==> src/rtl/writeback_stage.sv <==
// Writeback stage: holds the M/W pipeline register, waits on variable-latency loads with a
// timeout, back-pressures the memory stage and keeps a saturating retire counter.
module writeback_stage #(
  parameter int WIDTH        = 8,
  parameter int LOAD_TIMEOUT = 16,
  parameter int CNT_WIDTH    = 16
) (
  input  logic                 clk,
  input  logic                 reset,
  input  logic                 ValidM,
  input  logic                 RegWriteM,
  input  logic                 MemtoRegM,
  input  logic                 PCSrcM,
  input  logic [3:0]           WA3M,
  input  logic [WIDTH-1:0]     ALUResultM,
  input  logic                 ReadValidM,
  input  logic [WIDTH-1:0]     ReadDataM,
  output logic                 StallM,
  output logic                 RegWriteW,
  output logic [3:0]           WA3W,
  output logic [WIDTH-1:0]     ResultW,
  output logic                 PCSrcW,
  output logic                 LoadErrW,
  output logic [CNT_WIDTH-1:0] RetireCnt
);

  localparam int TW = $clog2(LOAD_TIMEOUT);
  localparam logic [TW-1:0] WAIT_LAST = TW'(LOAD_TIMEOUT - 1);

  typedef enum logic [1:0] {IDLE, WB, WAIT, ERR} state_t;

  state_t                 state, state_nxt;
  logic                   accept, load_done;
  logic                   reg_write_p0, mem_to_reg_p0, pc_src_p0;
  logic [3:0]             wa3_p0;
  logic [WIDTH-1:0]       alu_p0, load_p0;
  logic [TW-1:0]          wait_cnt;
  logic [CNT_WIDTH-1:0]   retire_cnt;

  function automatic logic [CNT_WIDTH-1:0] sat_inc(input logic [CNT_WIDTH-1:0] v);
    return (&v) ? v : v + CNT_WIDTH'(1);
  endfunction

  assign accept    = ValidM && (state != WAIT);
  assign load_done = (state == WAIT) && ReadValidM;

  always_ff @(posedge clk or negedge reset) begin
    if (!reset) state <= IDLE;
    else        state <= state_nxt;
  end

  always_comb begin
    state_nxt = state;
    StallM    = 1'b0;
    RegWriteW = 1'b0;
    PCSrcW    = 1'b0;
    LoadErrW  = 1'b0;
    WA3W      = wa3_p0;
    ResultW   = mem_to_reg_p0 ? load_p0 : alu_p0;
    RetireCnt = retire_cnt;
    case (state)
      WAIT: begin
        StallM = 1'b1;
        // A response on the final wait cycle still wins over the timeout.
        if (ReadValidM)                 state_nxt = WB;
        else if (wait_cnt == WAIT_LAST) state_nxt = ERR;
      end
      default: begin
        if (state == WB) begin
          RegWriteW = reg_write_p0;
          PCSrcW    = pc_src_p0 & reg_write_p0;
        end
        if (state == ERR) LoadErrW = 1'b1;
        if (ValidM) state_nxt = MemtoRegM ? WAIT : WB;
        else        state_nxt = IDLE;
      end
    endcase
  end

  // M/W pipeline register and load data capture
  always_ff @(posedge clk or negedge reset) begin
    if (!reset) begin
      reg_write_p0  <= 1'b0;
      mem_to_reg_p0 <= 1'b0;
      pc_src_p0     <= 1'b0;
      wa3_p0        <= '0;
      alu_p0        <= '0;
      load_p0       <= '0;
    end else begin
      if (accept) begin
        reg_write_p0  <= RegWriteM;
        mem_to_reg_p0 <= MemtoRegM;
        pc_src_p0     <= PCSrcM;
        wa3_p0        <= WA3M;
        alu_p0        <= ALUResultM;
      end
      if (load_done) load_p0 <= ReadDataM;
    end
  end

  always_ff @(posedge clk or negedge reset) begin
    if (!reset) begin
      wait_cnt   <= '0;
      retire_cnt <= '0;
    end else begin
      wait_cnt <= (state == WAIT) ? wait_cnt + TW'(1) : '0;
      if (state == WB) retire_cnt <= sat_inc(retire_cnt);
    end
  end

endmodule

==> config.mk <==
export PLATFORM = sky130hd
export DESIGN_NAME = writeback_stage
export DESIGN_NICKNAME = d
export VERILOG_FILES = /design/src/rtl/writeback_stage.sv
export SDC_FILE = /design/constraint.sdc
export NUM_CORES = 1
export LEC_CHECK = 0
export CAP_MARGIN = 20
export CORE_MARGIN = 3
export CORE_UTILIZATION = 42
export DETAILED_ROUTE_END_ITERATION = 10
export PLACE_DENSITY_LB_ADDON = 0.25
export SLEW_MARGIN = 25
export SYNTH_ARGS = -nofsm -noshare
export SYNTH_HDL_FRONTEND = slang
export SYNTH_SLANG_ARGS = --single-unit
==> constraint.sdc <==
create_clock -name clk -period 4.05 [get_ports clk]
set_input_delay 0.81 -clock clk [delete_from_list [all_inputs] [get_ports clk]]
set_output_delay 0.81 -clock clk [all_outputs]
set_load 0.02 [all_outputs]
Yosys cells after proc, flatten, opt, wreduce, memory -nomap -nowiden

Index checks and enable logic that the tools add are counted.

Bitwise gates (word level): 2
Reductions and logical operators: 4
Muxes and demuxes: 14
Multipliers: 0
Add/sub/neg operators: 2
Shifts and indexed selects: 0
Equality and inequality tests: 6
Order comparisons: 0
Div/mod/pow operators: 0

Operator list:

| cell                                                                     | number |
|---|---|
| 16-bit by 1-bit adder with 16-bit output (second input constant)         | 1 |
| 16-bit AND reduction                                                     | 1 |
| 2-bit 2-to-1 mux                                                         | 5 |
| 8-bit 2-to-1 mux                                                         | 1 |
| 1-bit 2-to-1 mux                                                         | 7 |
| 4-bit by 1-bit adder with 4-bit output (second input constant)           | 1 |
| 2-bit equality test (second input constant)                              | 2 |
| 4-bit equality test (second input constant)                              | 1 |
| 4-bit 2-to-1 mux                                                         | 1 |
| 3-bit by 2-bit inequality test with 1-bit output (second input constant) | 1 |
| 2-bit by 1-bit equality test with 1-bit output (second input constant)   | 1 |
| 1-bit logical AND                                                        | 2 |
| 2-bit inequality test (second input constant)                            | 1 |
| 2-bit AND reduction                                                      | 1 |
| 1-bit bitwise AND                                                        | 1 |
| 1-bit inverter                                                           | 1 |

Input bits: 27
Memories kept: 0
Memory bits (writable): 0
Logic and storage cells: 37
Output and inout port bits: 32
Bits in read-only memories: 0
Latch bits: 0
Flip-flop bits (word level): 45

Logic depth before layout (Yosys ltp)

Word-level depth: 4
Depth in mapped cells: 6
Depth with buffers taken out: 5

Worst setup path after synthesis

OpenSTA, ideal clock, no wires.

Kind: register to register
Start point: reg retire_cnt[0] (netlist: RetireCnt[0])
End point: reg retire_cnt[1] (netlist: RetireCnt[1])
Data required time: 3.925 ns
Buffers on the path: 1
Slack: 2.128 ns
Arrival time: 1.797 ns
Setup time: 0.125 ns
Clock period less this slack: 1.922 ns
Stages on the path, launching flop included: 7
Cells stage by stage: dfrtp_1 > ha_1 > nand3_1 > or4_4 > buf_6 > nand2_4 > mux2_4

Word-level cells in the longest chain between the ends: 3
Elaborated cells on any way between the ends: 4
Those cells by class: add/sub (1); bitwise (1); reduce/logical (2)

Ends and longest elaborated chain:

| element                                                                                          | RTL line | source |
|---|---|---|
| start, declared                                                                                  | 38       | `logic [CNT_WIDTH-1:0] retire_cnt;` |
| start signal, assigned                                                                           | 107      | `if (state == WB) retire_cnt <= sat_inc(retire_cnt);` |
| parallel branches: the longest is 3 deep, another holds 16-bit by 1-bit adder with 16-bit output | --       |  |

Parallel ways; which one is timed is not known.
A chain may end at the register's enable or synchronous reset.

Worst setup path after layout

Start point: reg state[1]
End point: out PCSrcW

Word-level cells in the longest chain between the ends: 3
Elaborated cells on any way between the ends: 4
Those cells by class: eq/ne (2); mux (2)

Ends and longest elaborated chain:

| element                                        | RTL line | source |
|---|---|---|
| start, declared                                | 32       | `state_t state, state_nxt;` |
| start signal, assigned                         | 49       | `else state <= state_nxt;` |
| 2-bit by 1-bit equality test with 1-bit output | 69       | `if (state == WB) begin` |
| 1-bit 2-to-1 mux                               | 69       |  |
| 1-bit 2-to-1 mux (*)                           | 61       | `case (state)` |
| end, declared                                  | 22       | `output logic PCSrcW,` |

Mark *: on every way between the ends. The rest lies on a longest branch, timed or not.

==> impl_metrics.py <==
metrics = {
    "routing": {
        "via_count": 1447,
        "via_per_inst": 5.34,
        "avgRoutedWirePerCell_microns": 15.4,
        "dr.pass1.iters": 4,
        "route.detailed.drc": 0,
        "postRouteAntennaNets": 0,
        "drt_iter0_drc": 51,
        "drt_wl_total_mm": 4.18,
    },
    "power": {
        "ir_drop_uv": 256,
        "p_sw_frac": 0.309,
        "pwr-share-clk": 0.200,
        "p_int_mw": 0.868,
        "p_seq_frac": 0.485,
        "powerDensity_nw_per_um2": 461,
        "power_leakage_nw": 1.16,
        "switching_power_mw": 0.389,
        "finalPower_mw": 1.26,
        "share_comb_of_total_power": 0.315,
    },
    "floorplan": {
        "fp.dieW_microns": 75.7,
        "die_y_microns": 75.7,
        "ios": 59,
        "fp-row-count": 24,
        "core-area_sq_um": 4500,
        "start_util": 0.453,
        "fp.dieArea_sq_um": 5720,
    },
    "yosys": {
        "seq_area_frac_synth": 0.552,
        "async_reset_ff_frac": 1.00,
        "ys_top_cells_by_area": "dfrtp_1, mux2_2, xnor2_1",
        "ys_ff_latch": 45,
        "synth.avg_cell_area_sq_um": 12.7,
        "yosysWarnings": 0,
        "yosysTopAreaCell": "dfrtp_1",
        "synthCells": 160,
        "synth_top_area_frac": 0.552,
        "syn_nets": 189,
        "syn_area_sq_um": 2040,
        "synth_edf_count": 0,
        "synth.distinct_cells": 31,
        "synth_most_common_cell": "dfrtp_1",
        "synth_flop_cell": "dfrtp_1",
        "synthTopCellsByCount": "dfrtp_1, mux2_2, nand2_1, nand3_1, xnor2_1",
    },
    "global_route": {
        "grt_max_degree": 46,
        "grt_pass1_vias": 1492,
        "antenna_found_initial": 0,
        "grtUsageTotal": 0.163,
        "grt_pass1_wl_mm": 6.94,
        "grt_overflow": 0,
    },
    "cts": {
        "clock_sinks": 45,
        "cts_buffers": 5,
        "clock_latency_ns": 0.29,
        "clk_pin_slew_ns": 0.08,
        "cts_hold_buf": 0,
        "ctsHtreeMaxLevel": 2,
        "cts_setup_buffers": 0,
        "root_buffer": "clkbuf_8",
        "cts_tree": "yes",
        "cts_buffer_depth": 2,
        "cts_resized": 0,
    },
    "timing": {
        "rsz0062_at_grt": "no",
        "slew_headroom": 0.564,
        "fin_crit_ns": 2.87,
        "fin_tns_setup_ns": 0,
        "tightest_slew_ns": 0.653,
        "timing.fmax_mhz": 349,
        "skew_ns": 0.00361,
        "hold_viol": 0,
        "min_period_over_period": 0.708,
        "setup_violations": 0,
        "maxSlewViolCount": 0,
        "holdWs_ns": 0.486,
    },
    "critical_path": {
        "end_kind": "primary output",
        "cp_max_fo": 9,
        "slowest_stage": "clkdlybuf4s50_1",
        "slowest_delay_ns": 0.60,
        "path_class": "reg -> out",
        "crit_chain": "nor2b_1, and3_1, clkdlybuf4s50_1",
        "crit_buf_inv": 1,
        "startpoint_type": "flop",
        "worstPathArrival_ns": 2.06,
        "crit_required_ns": 3.24,
        "crit_family": "simple AND/OR/NAND/NOR gates",
    },
    "placement": {
        "gp_congestion": 0.805,
        "dp_hpwl_mm": 3.22,
        "portBuffers": 58,
    },
    "layout": {
        "syn_to_final_growth_pct": 33.6,
        "diodes": 0,
        "fillers": 374,
        "fin_nets": 249,
        "drive_gt1_frac": 0.205,
    },
    "run_status": {
        "outcome": "finished, final reports clean",
    },
    "flow_run": {
        "drv_cap": 0,
    },
    "min_path": {
        "hold_path.class": "reg -> reg",
    },
}
## sequential cells by signal (all words and copies together), names as in the netlist
name and cells:
pc_src_p0 1, alu_p0 8, wait_cnt 4, mem_to_reg_p0 1, WA3W 4, load_p0 8, RetireCnt 16, state 2
reg_write_p0 1
## worst register-to-register path: cells and delay by family, from the launching register on
| kind | cells | cell delay (ns) |
|---|---|---|
| flip-flops | 1 | 0.40 |
| multiplexers | 1 | 0.36 |
| AND/OR/NAND/NOR | 3 | 1.07 |
## per-stage QoR
| stage | instance area (sq um) | instances | util | setup slack (ns) |
|---|---|---|---|---|
| finish | 2720 | 271 | 0.604 | 1.18 |
| global route | 2720 | 271 | 0.604 | 1.03 |
| CTS | 2720 | 271 | 0.604 | 1.17 |
| detailed placement | 2650 | 265 | 0.588 | 1.49 |
| global placement | 2650 | 265 | 0.588 | 1.52 |
| floorplan | 2040 | 160 | - | 2.13 |
## final timing paths
kind / from / to / slack, ns / cells past startpoint
max in group asynchronous: reset / WA3W[2] / 3.18 / 1
hold reg to reg: wait_cnt[0] / wait_cnt[0] / 0.49 / 1
setup / recovery: state[1] / PCSrcW / 1.18 / 3
setup reg to reg: state[1] / RetireCnt[12] / 2.11 / 4
hold / removal: wait_cnt[0] / wait_cnt[0] / 0.49 / 1
min in group asynchronous: reset / RetireCnt[0] / 0.51 / 1
## area by class of cell
class | count | area [sq um] | share of cell area
inverter | 2 | 7.51 | 0.00276
clock buffer | 5 | 68.8 | 0.0253
multi-input combinational | 108 | 872 | 0.320
timing repair buffer | 58 | 578 | 0.212
tap | 52 | 65.1 | 0.0239
sequential | 45 | 1130 | 0.414
clock inverter | 1 | 5.00 | 0.00184
## routing by layer
| layer | vias up | routed length, microns | share of wire | GRT usage |
|---|---|---|---|---|
| met2 | 40 | 2250 | 0.54 | 0.296 |
| met5 | - | 0 | 0 | 0 |
| met3 | 5 | 279 | 0.067 | 0.0567 |
| met1 | 713 | 1620 | 0.39 | 0.182 |
| met4 | 0 | 38 | 0.0091 | 0.0408 |
| li1 | 689 | - | - | - |
## cells by family after synthesis
| logic type | after synthesis | share of synthesized area |
|---|---|---|
| xor gates and xnor gates | 16 | 0.0688 |
| and+or+nand+nor | 52 | 0.145 |
| buffers and inverters | 7 | 0.0196 |
| muxes | 32 | 0.179 |
| adders and majority gates | 2 | 0.0123 |
| AOI/OAI and AO/OA | 6 | 0.0233 |
| DFF | 45 | 0.552 |
## placed cells by master, fill, tap and decap left out, types with 3 or more instances in the layout
cell,synthesis,layout
nand3_1,10,10
clkdlybuf4s50_1,0,57
nand2_1,10,10
nor2_1,6,6
and2_1,4,4
nand4_1,6,6
clkbuf_8,0,5
nor3_1,3,3
xor2_1,6,6
xnor2_1,10,10
dfrtp_1,45,45
mux2_2,31,31
## power groups by stage
stage | logic, mW | clock network, mW | registers, mW
floorplan | 0.195 | 0 | 0.632
global placement | 0.389 | 0 | 0.610
detailed placement | 0.402 | 0 | 0.620
CTS | 0.403 | 0.260 | 0.612
global route | 0.428 | 0.276 | 0.626
finish | 0.395 | 0.252 | 0.609
Power figures use the tool's default switching activity.
